**src/rtl/bus_fifo_in_if.sv**
```systemverilog
// Device-port bundle between the device-side agent and the bus input FIFO.
// The master side writes packets and pops words; the slave side is the FIFO.
interface bus_fifo_in_if #(
   parameter int pckg_sz   = 32,
   parameter int fifo_size = 8,
   parameter int cnt_w     = 8
);
   localparam int CW = $clog2(fifo_size + 1);

   logic               push_in;
   logic [pckg_sz-1:0] D_in;
   logic               full;
   logic               pop;
   logic               pndng;
   logic [pckg_sz-1:0] D_pop;
   logic [CW-1:0]      count;
   logic [cnt_w-1:0]   ovf_cnt;
   logic [cnt_w-1:0]   drop_cnt;
   logic               udf;

   modport master (
      output push_in, D_in, pop,
      input  full, pndng, D_pop, count, ovf_cnt, drop_cnt, udf
   );

   modport slave (
      input  push_in, D_in, pop,
      output full, pndng, D_pop, count, ovf_cnt, drop_cnt, udf
   );
endinterface

```
**src/rtl/bus_fifo_in.sv**
```systemverilog
// Per-device input FIFO feeding the bus arbiter. Drops packets whose
// destination ID is illegal, keeps saturating overflow/drop statistics and
// a sticky underflow flag. Head word is presented first-word fall-through
// from a register, so every output comes straight from flops.
module bus_fifo_in #(
   parameter int         pckg_sz   = 32,
   parameter int         fifo_size = 8,
   parameter int         drvrs     = 4,
   parameter int         id        = 0,
   parameter logic [7:0] broadcast = 8'hFF,
   parameter int         cnt_w     = 8
) (
   input logic          clk,
   input logic          reset,
   bus_fifo_in_if.slave bus
);
   localparam int            CW    = $clog2(fifo_size + 1);
   localparam int            PW    = (fifo_size > 1) ? $clog2(fifo_size) : 1;
   localparam logic [CW-1:0] DEPTH = CW'(fifo_size);
   localparam logic [PW-1:0] LAST  = PW'(fifo_size - 1);
   localparam logic [8:0]    DRV9  = 9'(drvrs);
   localparam logic [7:0]    ID8   = 8'(id);

   logic [pckg_sz-1:0] mem [fifo_size];

   logic [PW-1:0]      wr_ptr_q, wr_ptr_d;
   logic [PW-1:0]      rd_ptr_q, rd_ptr_d;
   logic [PW-1:0]      rd_nxt;
   logic [CW-1:0]      count_q, count_d;
   logic               full_q, full_d;
   logic               pndng_q, pndng_d;
   logic [pckg_sz-1:0] dpop_q, dpop_d;
   logic [cnt_w-1:0]   ovf_q, ovf_d;
   logic [cnt_w-1:0]   drop_q, drop_d;
   logic               udf_q, udf_d;

   logic [7:0]         dest;
   logic               legal;
   logic               pop_eff;
   logic               wr_en;

   // Next-state: destination filter, accept/pop decisions, occupancy and stats
   always_comb begin
      dest     = bus.D_in[pckg_sz-1 -: 8];
      legal    = (({1'b0, dest} < DRV9) && (dest != ID8)) || (dest == broadcast);
      pop_eff  = bus.pop && pndng_q;
      wr_en    = bus.push_in && legal && (!full_q || pop_eff);
      rd_nxt   = (rd_ptr_q == LAST) ? '0 : rd_ptr_q + PW'(1);

      wr_ptr_d = wr_ptr_q;
      rd_ptr_d = rd_ptr_q;
      count_d  = count_q;
      dpop_d   = dpop_q;
      ovf_d    = ovf_q;
      drop_d   = drop_q;
      udf_d    = udf_q;

      if (wr_en) begin
         wr_ptr_d = (wr_ptr_q == LAST) ? '0 : wr_ptr_q + PW'(1);
      end
      if (pop_eff) begin
         rd_ptr_d = rd_nxt;
      end

      unique case ({wr_en, pop_eff})
         2'b10:   count_d = count_q + CW'(1);
         2'b01:   count_d = count_q - CW'(1);
         default: count_d = count_q;
      endcase

      full_d  = (count_d == DEPTH);
      pndng_d = (count_d != '0);

      // The incoming word bypasses memory when it becomes the new head:
      // either the FIFO was empty, or the only resident word is being popped.
      if (wr_en && ((count_q == '0) || (pop_eff && (count_q == CW'(1))))) begin
         dpop_d = bus.D_in;
      end else if (pop_eff) begin
         dpop_d = mem[rd_nxt];
      end

      if (bus.push_in && legal && !wr_en && (ovf_q != '1)) begin
         ovf_d = ovf_q + cnt_w'(1);
      end
      if (bus.push_in && !legal && (drop_q != '1)) begin
         drop_d = drop_q + cnt_w'(1);
      end
      if (bus.pop && !pndng_q) begin
         udf_d = 1'b1;
      end
   end

   // Storage array; contents are don't-care after reset so it is not cleared
   always_ff @(posedge clk) begin
      if (reset && wr_en) begin
         mem[wr_ptr_q] <= bus.D_in;
      end
   end

   // State and registered outputs with synchronous active-low reset
   always_ff @(posedge clk) begin
      if (!reset) begin
         wr_ptr_q <= '0;
         rd_ptr_q <= '0;
         count_q  <= '0;
         full_q   <= 1'b0;
         pndng_q  <= 1'b0;
         dpop_q   <= '0;
         ovf_q    <= '0;
         drop_q   <= '0;
         udf_q    <= 1'b0;
      end else begin
         wr_ptr_q <= wr_ptr_d;
         rd_ptr_q <= rd_ptr_d;
         count_q  <= count_d;
         full_q   <= full_d;
         pndng_q  <= pndng_d;
         dpop_q   <= dpop_d;
         ovf_q    <= ovf_d;
         drop_q   <= drop_d;
         udf_q    <= udf_d;
      end
   end

   assign bus.full     = full_q;
   assign bus.pndng    = pndng_q;
   assign bus.D_pop    = dpop_q;
   assign bus.count    = count_q;
   assign bus.ovf_cnt  = ovf_q;
   assign bus.drop_cnt = drop_q;
   assign bus.udf      = udf_q;
endmodule

```
**src/flat_wrapper.sv**
```systemverilog
// flat-port wrapper written by rule: the top's interface ports become plain ports
module bus_fifo_in_flat 
#(
   parameter int         pckg_sz   = 32,
   parameter int         fifo_size = 8,
   parameter int         drvrs     = 4,
   parameter int         id        = 0,
   parameter logic [7:0] broadcast = 8'hFF,
   parameter int         cnt_w     = 8
)
  (clk, reset, bus_push_in, bus_D_in, bus_pop, bus_full, bus_pndng, bus_D_pop, bus_count, bus_ovf_cnt, bus_drop_cnt, bus_udf);
  bus_fifo_in_if #(.pckg_sz(pckg_sz), .fifo_size(fifo_size), .cnt_w(cnt_w)) bus_i ();
  input logic clk;
  input logic reset;
  input wire logic [$bits(bus_i.push_in)-1:0] bus_push_in;
  input wire logic [$bits(bus_i.D_in)-1:0] bus_D_in;
  input wire logic [$bits(bus_i.pop)-1:0] bus_pop;
  output wire logic [$bits(bus_i.full)-1:0] bus_full;
  output wire logic [$bits(bus_i.pndng)-1:0] bus_pndng;
  output wire logic [$bits(bus_i.D_pop)-1:0] bus_D_pop;
  output wire logic [$bits(bus_i.count)-1:0] bus_count;
  output wire logic [$bits(bus_i.ovf_cnt)-1:0] bus_ovf_cnt;
  output wire logic [$bits(bus_i.drop_cnt)-1:0] bus_drop_cnt;
  output wire logic [$bits(bus_i.udf)-1:0] bus_udf;
  assign bus_i.push_in = bus_push_in;
  assign bus_i.D_in = bus_D_in;
  assign bus_i.pop = bus_pop;
  assign bus_full = bus_i.full;
  assign bus_pndng = bus_i.pndng;
  assign bus_D_pop = bus_i.D_pop;
  assign bus_count = bus_i.count;
  assign bus_ovf_cnt = bus_i.ovf_cnt;
  assign bus_drop_cnt = bus_i.drop_cnt;
  assign bus_udf = bus_i.udf;
  bus_fifo_in #(.pckg_sz(pckg_sz), .fifo_size(fifo_size), .drvrs(drvrs), .id(id), .broadcast(broadcast), .cnt_w(cnt_w)) u_core (.clk(clk), .reset(reset), .bus(bus_i));
endmodule
```
**config.mk**
```make
export PLATFORM = sky130hd
export DESIGN_NAME = bus_fifo_in_flat
export DESIGN_NICKNAME = d
export VERILOG_FILES = /design/src/rtl/bus_fifo_in_if.sv /design/src/rtl/bus_fifo_in.sv /design/src/flat_wrapper.sv
export SDC_FILE = /design/constraint.sdc
export NUM_CORES = 1
export LEC_CHECK = 0
export ABC_AREA = 1
export CAP_MARGIN = 20
export CORE_ASPECT_RATIO = 0.75
export CORE_MARGIN = 2
export CORE_UTILIZATION = 45
export CTS_CLUSTER_DIAMETER = 30
export CTS_CLUSTER_SIZE = 24
export DETAILED_ROUTE_END_ITERATION = 12
export DONT_BUFFER_PORTS = 1
export PLACE_DENSITY_LB_ADDON = 0.15
export SLEW_MARGIN = 0
export SYNTH_ARGS = -nofsm -noshare
export SYNTH_HDL_FRONTEND = slang
export SYNTH_SLANG_ARGS = --single-unit
```
**constraint.sdc**
```tcl
create_clock -name clk -period 3.2 [get_ports clk]
set_input_delay 0.64 -clock clk [delete_from_list [all_inputs] [get_ports clk]]
set_output_delay 0.64 -clock clk [all_outputs]
set_load 0.03 [all_outputs]
```
==> impl_metrics.yaml, run 1 <==
die:
  initial_core_util_pct: 45.66
  die_x_um: 205.9
  dieArea_um2: 32010
  num_rows: 55
  boundaryPins: 91
  coreArea_um2: 30140
  die_h_um: 155.5
final_layout:
  layout_commonest_cell: "nand2_1"
  antenna_cells: 0
  multi_input_area_um2: 4058
  layout-drive-gt1-share_pct: 11.38
  seq_area_um2: 8909
  final_nets: 1527
  layout_common_cells: "nand2_1, edfxtp_1, inv_1, nand3_1, nor2_1"
  fillCellCount: 2641
  area_delta_synth_final_pct: 19.88
clock_network:
  path_clk_slew_ps: 50
  cts_setup_buffers: 0
  cts_made_buffers: 59
  cts_tree: "done"
  clock_latency_ps: 590
  cts_resized: 0
  cts_root_buf: "clkbuf_16"
  cts_buffer_depth: 3
  htree_levels: 2
  cts.sinks: 317
  ctsHoldBuffers: 0
sta:
  grt_setup_unrepaired: "no"
  finalSetupViolCount: 0
  worst_pin_slew_ps: 632.8
  fin_setup_tns_ps: 0
  slew_headroom_pct: 57.81
  final_hold_viol_count: 0
  skew_ps: 15.62
  period_share_pct: 83.61
  final_max_slew_viol_count: 0
  max_freq_mhz: 373.7
  min_period_ps: 2676
  timing.final.ws_setup_ps: 524.3
route:
  antenna_left: 0
  wl_per_cell_um: 17.32
  met1_length_mm: 15.79
  dr_wl_met2_mm: 14.85
  vias: 9468
  routed.top_layer: "met4"
  wl_mm: 33.40
  drt_iter0_drc: 507
  drcViolationCount: 0
  first_pass_iters: 5
  vias_per_cell: 4.911
  dr_wl_met3_mm: 2.204
logic_synthesis:
  synthCells: 1446
  yosys.cell_types.count: 28
  synth_area_um2: 13760
  yosysWarnings: 0
  ys_seq_area_share_pct: 64.73
  synth_area_per_cell_um2: 9.518
  synthesis.nets: 1495
  yosys_register_bits: 317
power:
  ir_drop_mv: 0.3909
  p_leak_nw: 6.848
  power.density_nw_per_um2: 672.8
setup_path:
  crit_type: "flip-flop to flip-flop"
  critPathMaxFanout: 24
  r2r_start: "u_core.bus.pndng"
  crit_path_end_kind: "flip-flop"
  critPathLaunchType: "flip-flop"
  cp-startpoint: "u_core.bus.pndng"
  worst-endpoint-required_ps: 3420
  worstPathArrival_ps: 2890
global_route:
  grt_max_degree: 79
  grt_use_total_pct: 21.56
  grt-ovfl-total: 0
  antenna_found_initial: 0
  grt_pass1_vias: 9362
  grt_pass1_wl_mm: 52.70
placement:
  dpl.hpwl_mm: 19.52
  gp_congestion: 0.8279
  port_buffers: 0
  preCtsSetupSlack_ps: 401.4
worst_hold_path:
  hp-class: "input pin to flip-flop"
  hold_start: "bus_D_in[17]"
job:
  maxCapViolations: 0
run_status:
  status: "completed"
-- report_power, final --
group / switching (mW) / total, mW / internal (mW)
registers: 0.0339 / 4.50 / 4.47
clock network: 2.21 / 6.44 / 4.22
logic: 0.104 / 0.159 / 0.0553
-- metal layers --
| metal | track usage (%) | vias to the layer above |
|---|---|---|
| li1 | - | 4767 |
| met2 | 32.93 | 220 |
| met3 | 5.300 | 50 |
| met5 | 0 | - |
| met4 | 5.748 | 0 |
| met1 | 30.81 | 4431 |
-- sequential cells by signal (all words and copies together), names as in the netlist --
name	flops
u_core.bus.D_pop	32
u_core.bus.ovf_cnt	8
u_core.wr_ptr_q	3
u_core.rd_ptr_q	3
u_core.bus.udf	1
u_core.bus.full	1
u_core.mem	256
u_core.bus.pndng	1
u_core.bus.drop_cnt	8
u_core.bus.count	4
-- worst paths after layout --
kind | cells after the start | to | slack [ps]
max reg2reg | 7 | u_core.mem[3][18] | 520
min reg2reg | 2 | u_core.rd_ptr_q[2] | 530
min | 0 | u_core.mem[0][17] | 140
max | 7 | u_core.mem[3][18] | 520
-- cell families after synthesis --
logic type | Yosys count | share of synthesized area, %
buf+inv | 222 | 6.400
fa+ha+maj | 13 | 1.182
simple gates | 811 | 24.02
flops | 317 | 64.73
compound gates | 76 | 3.227
xor+xnor | 7 | 0.4455
-- area by class of cell --
cell class	count	area share, %
Clock buffer	68	9.335
Clock inverter	44	3.359
Inverter	159	3.617
Multi-Input combinational cell	907	24.59
Sequential cell	317	53.99
Tap cell	399	3.026
Timing Repair Buffer	34	2.078
-- metrics by stage --
step	cells	utilization (%)	hold WS [ps]	power, mW	instance area (µm²)
after floorplan	1446	-	461.4	4.702	13760
after global placement	1816	47.79	512.4	4.744	14410
after detailed placement	1816	47.79	504.9	4.745	14410
after CTS	1928	54.74	112.5	11.20	16500
after global routing	1928	54.74	115.1	11.41	16500
final	1928	54.74	144.6	11.10	16500
-- Yosys cell counts, drive strengths merged --
| cell | n | area [µm²] |
|---|---|---|
| edfxtp | 256 | 7687 |
| nand3 | 134 | 670.6 |
| o21bai | 19 | 146.4 |
| o211ai | 1 | 7.510 |
| clkbuf | 25 | 93.84 |
| o21a | 1 | 7.510 |
| inv | 159 | 596.8 |
| nand3b | 1 | 7.510 |
| nor2 | 112 | 422.9 |
| nand4 | 12 | 81.33 |
| ha | 13 | 162.7 |
| buf | 38 | 190.2 |
| dfxtp | 61 | 1221 |
| or2 | 20 | 125.1 |
| xnor2 | 2 | 17.52 |
| xor2 | 5 | 43.79 |
| a21oi | 35 | 178.9 |
| nor3 | 1 | 5.000 |
| o21ai | 19 | 95.09 |
| o2111ai | 1 | 8.760 |
| nand2 | 531 | 1993 |
-- worst max-delay path, stage by stage (launching register included) --
cell and delay (ps):
dfxtp_1 520, nand2_1 120, nand2_1 200, inv_1 180, nor2_2 260, nand3_1 370
nor2_4 190, buf_4 440
No activity file was read; power rests on OpenSTA's default activity.
==> run 2: changes to the inputs <==
==> constraint.sdc (replaced) <==
create_clock -name clk -period 2.3 [get_ports clk]
set_input_delay 0.46 -clock clk [delete_from_list [all_inputs] [get_ports clk]]
set_output_delay 0.46 -clock clk [all_outputs]
set_load 0.03 [all_outputs]
==> run 2 against run 1 <==
Against the previous run:
- fmax up 31%
- global-route usage up 0.51 points
- count of clock-buffer cells in the layout down 12
- wire length up 3.5%
- cell area up 3.0%
- worst setup slack worse by 270 ps
- critical path depth up 5
- sequential power up 39%
- sequential cell count unchanged
- clock skew up 3.0 ps
- highest routed layer unchanged
- combinational power up 120%
- non-clock buffer count up 60
==> impl_metrics.yaml, run 2 (synthesis results as in run 1) <==
run_status:
  status: "completed"
sta:
  max_freq_mhz: 489.7
  grt_setup_unrepaired: "no"
  min_period_ps: 2042
  period_share_pct: 88.79
  final_hold_viol_count: 0
  skew_ps: 18.63
  worst_pin_slew_ps: 636.0
  slew_headroom_pct: 57.60
  finalSetupViolCount: 0
  final_max_slew_viol_count: 0
die:
  die_x_um: 205.9
  boundaryPins: 91
  num_rows: 55
  coreArea_um2: 30140
  dieArea_um2: 32010
  initial_core_util_pct: 45.66
  die_h_um: 155.5
power:
  switchingPower_mw: 3.272
  combPwrFrac_pct: 2.3
  power.density_nw_per_um2: 878.9
  netSwitchingFraction_pct: 21.90
  clkPwrFrac_pct: 55.8
  p_seq_share_pct: 41.8
  ir_drop_mv: 0.5136
  p_leak_nw: 7.076
  p_int_mw: 11.67
placement:
  dpl.hpwl_mm: 19.55
  placed_area_um2: 14750
  gp_congestion: 0.8004
  port_buffers: 0
setup_path:
  critPathLaunchType: "flip-flop"
  crit_path_end: "u_core.bus.D_pop[22]"
  reg2regPathDepth: 12
  r2r-end: "u_core.bus.D_pop[22]"
  r2r_start: "u_core.rd_ptr_q[0]"
  reg2reg_setup_slack_ps: 260
  worstPathArrival_ps: 2550
  crit_path_end_kind: "flip-flop"
  worst-endpoint-required_ps: 2810
  critPathMaxFanout: 34
  crit_type: "flip-flop to flip-flop"
  cp-startpoint: "u_core.rd_ptr_q[0]"
global_route:
  grt_pass1_vias: 9592
  grt_max_degree: 71
  grt_pass1_wl_mm: 54.15
  antenna_found_initial: 0
  grt-ovfl-total: 0
  grt_use_total_pct: 22.06
final_layout:
  largest_register_ffs: 256
  top_register: "u_core.mem"
  layout_common_cells: "nand2_1, edfxtp_1, inv_1, nand3_1, nor2_1"
  layout-drive-gt1-share_pct: 12.48
  fin_area_um2: 17000
  antenna_cells: 0
  area_delta_synth_final_pct: 23.51
  layout_commonest_cell: "nand2_1"
  final_util_pct: 56.40
  final_nets: 1582
route:
  drcViolationCount: 0
  vias_per_cell: 4.994
  wl_per_cell_um: 17.48
  drt_iter0_drc: 675
  vias: 9878
  wl_mm: 34.57
  antenna_left: 0
  first_pass_iters: 5
worst_hold_path:
  hp-class: "input pin to flip-flop"
clock_network:
  clock_latency_ps: 570
  cts_tree: "done"
  cts_buffer_depth: 3
  cts.sinks: 317
  path_clk_slew_ps: 50
  cts_made_buffers: 54
  htree_levels: 2
  cts_root_buf: "clkbuf_16"
job:
  maxCapViolations: 0
-- run 2: stage by stage --
stage | worst slack, ps | std cells | hold WS, ps | setup TNS, ps | power [mW]
CTS | 169.7 | 1978 | 5.616 | 0 | 15.08
detailed placement | 52.30 | 1844 | 515.6 | 0 | 6.610
finish | 257.8 | 1978 | 36.75 | 0 | 14.94
global route | 56.52 | 1978 | 20.04 | 0 | 15.37
floorplan | -295.3 | 1446 | 461.4 | -63480 | 6.542
global placement | 119.7 | 1844 | 510.3 | 0 | 6.608
-- run 2: layout make-up --
| class | instances | area [µm²] |
|---|---|---|
| inverters | 159 | 596.8 |
| clock inverters | 46 | 545.5 |
| well taps | 399 | 499.2 |
| flip-flops and latches | 317 | 8909 |
| fillers | 2624 | 13140 |
| clock buffers | 56 | 1369 |
| multi-input cells | 907 | 4069 |
| repair buffers | 94 | 1011 |
-- run 2: routing by layer --
| metal | global-route usage (%) | routed length [µm] | share of wire, % |
|---|---|---|---|
| met2 | 33.35 | 15170 | 44 |
| met5 | 0 | 0 | 0 |
| met1 | 32.09 | 16360 | 47 |
| met4 | 6.054 | 648 | 1.9 |
| met3 | 4.964 | 2392 | 6.9 |
-- run 2: timing repair --
item	CTS	global route
endpoints found under the hold margin	256	0
gates resized for setup	0	2
hold buffers	32	0
endpoints found under the setup margin	0	6
buffers inserted	0	0
-- run 2: critical path, stage by stage (launching register included) --
cell and delay (ps):
dfxtp_1 340, ha_1 210, ha_1 220, inv_1 150, nand2_8 170, buf_12 230, nand2_1 70, nand3_1 70
nand3_1 100, nand2_1 70, nor2_1 200, nor2_1 70, nor2_1 80
-- run 2: worst min path at each step --
| stage | from | endpoint | cells past startpoint |
|---|---|---|---|
| CTS | reset | u_core.bus.pndng | 2 |
| global route | reset | u_core.bus.ovf_cnt[3] | 2 |
| floorplan | u_core.rd_ptr_q[0] | u_core.rd_ptr_q[0] | 2 |
| finish | reset | u_core.bus.pndng | 2 |
| detailed placement | u_core.wr_ptr_q[0] | u_core.wr_ptr_q[0] | 2 |
| global placement | u_core.rd_ptr_q[1] | u_core.rd_ptr_q[1] | 2 |
-- run 2: power groups by stage --
| stage | Sequential [mW] | Combinational, mW | Clock (mW) |
|---|---|---|---|
| 2_1_floorplan | 6.37 | 0.169 | 0 |
| 3_3_place_gp | 6.37 | 0.240 | 0 |
| 3_5_place_dp | 6.37 | 0.241 | 0 |
| 4_1_cts | 6.25 | 0.349 | 8.48 |
| 5_1_grt | 6.25 | 0.389 | 8.73 |
| 6_report | 6.25 | 0.347 | 8.34 |
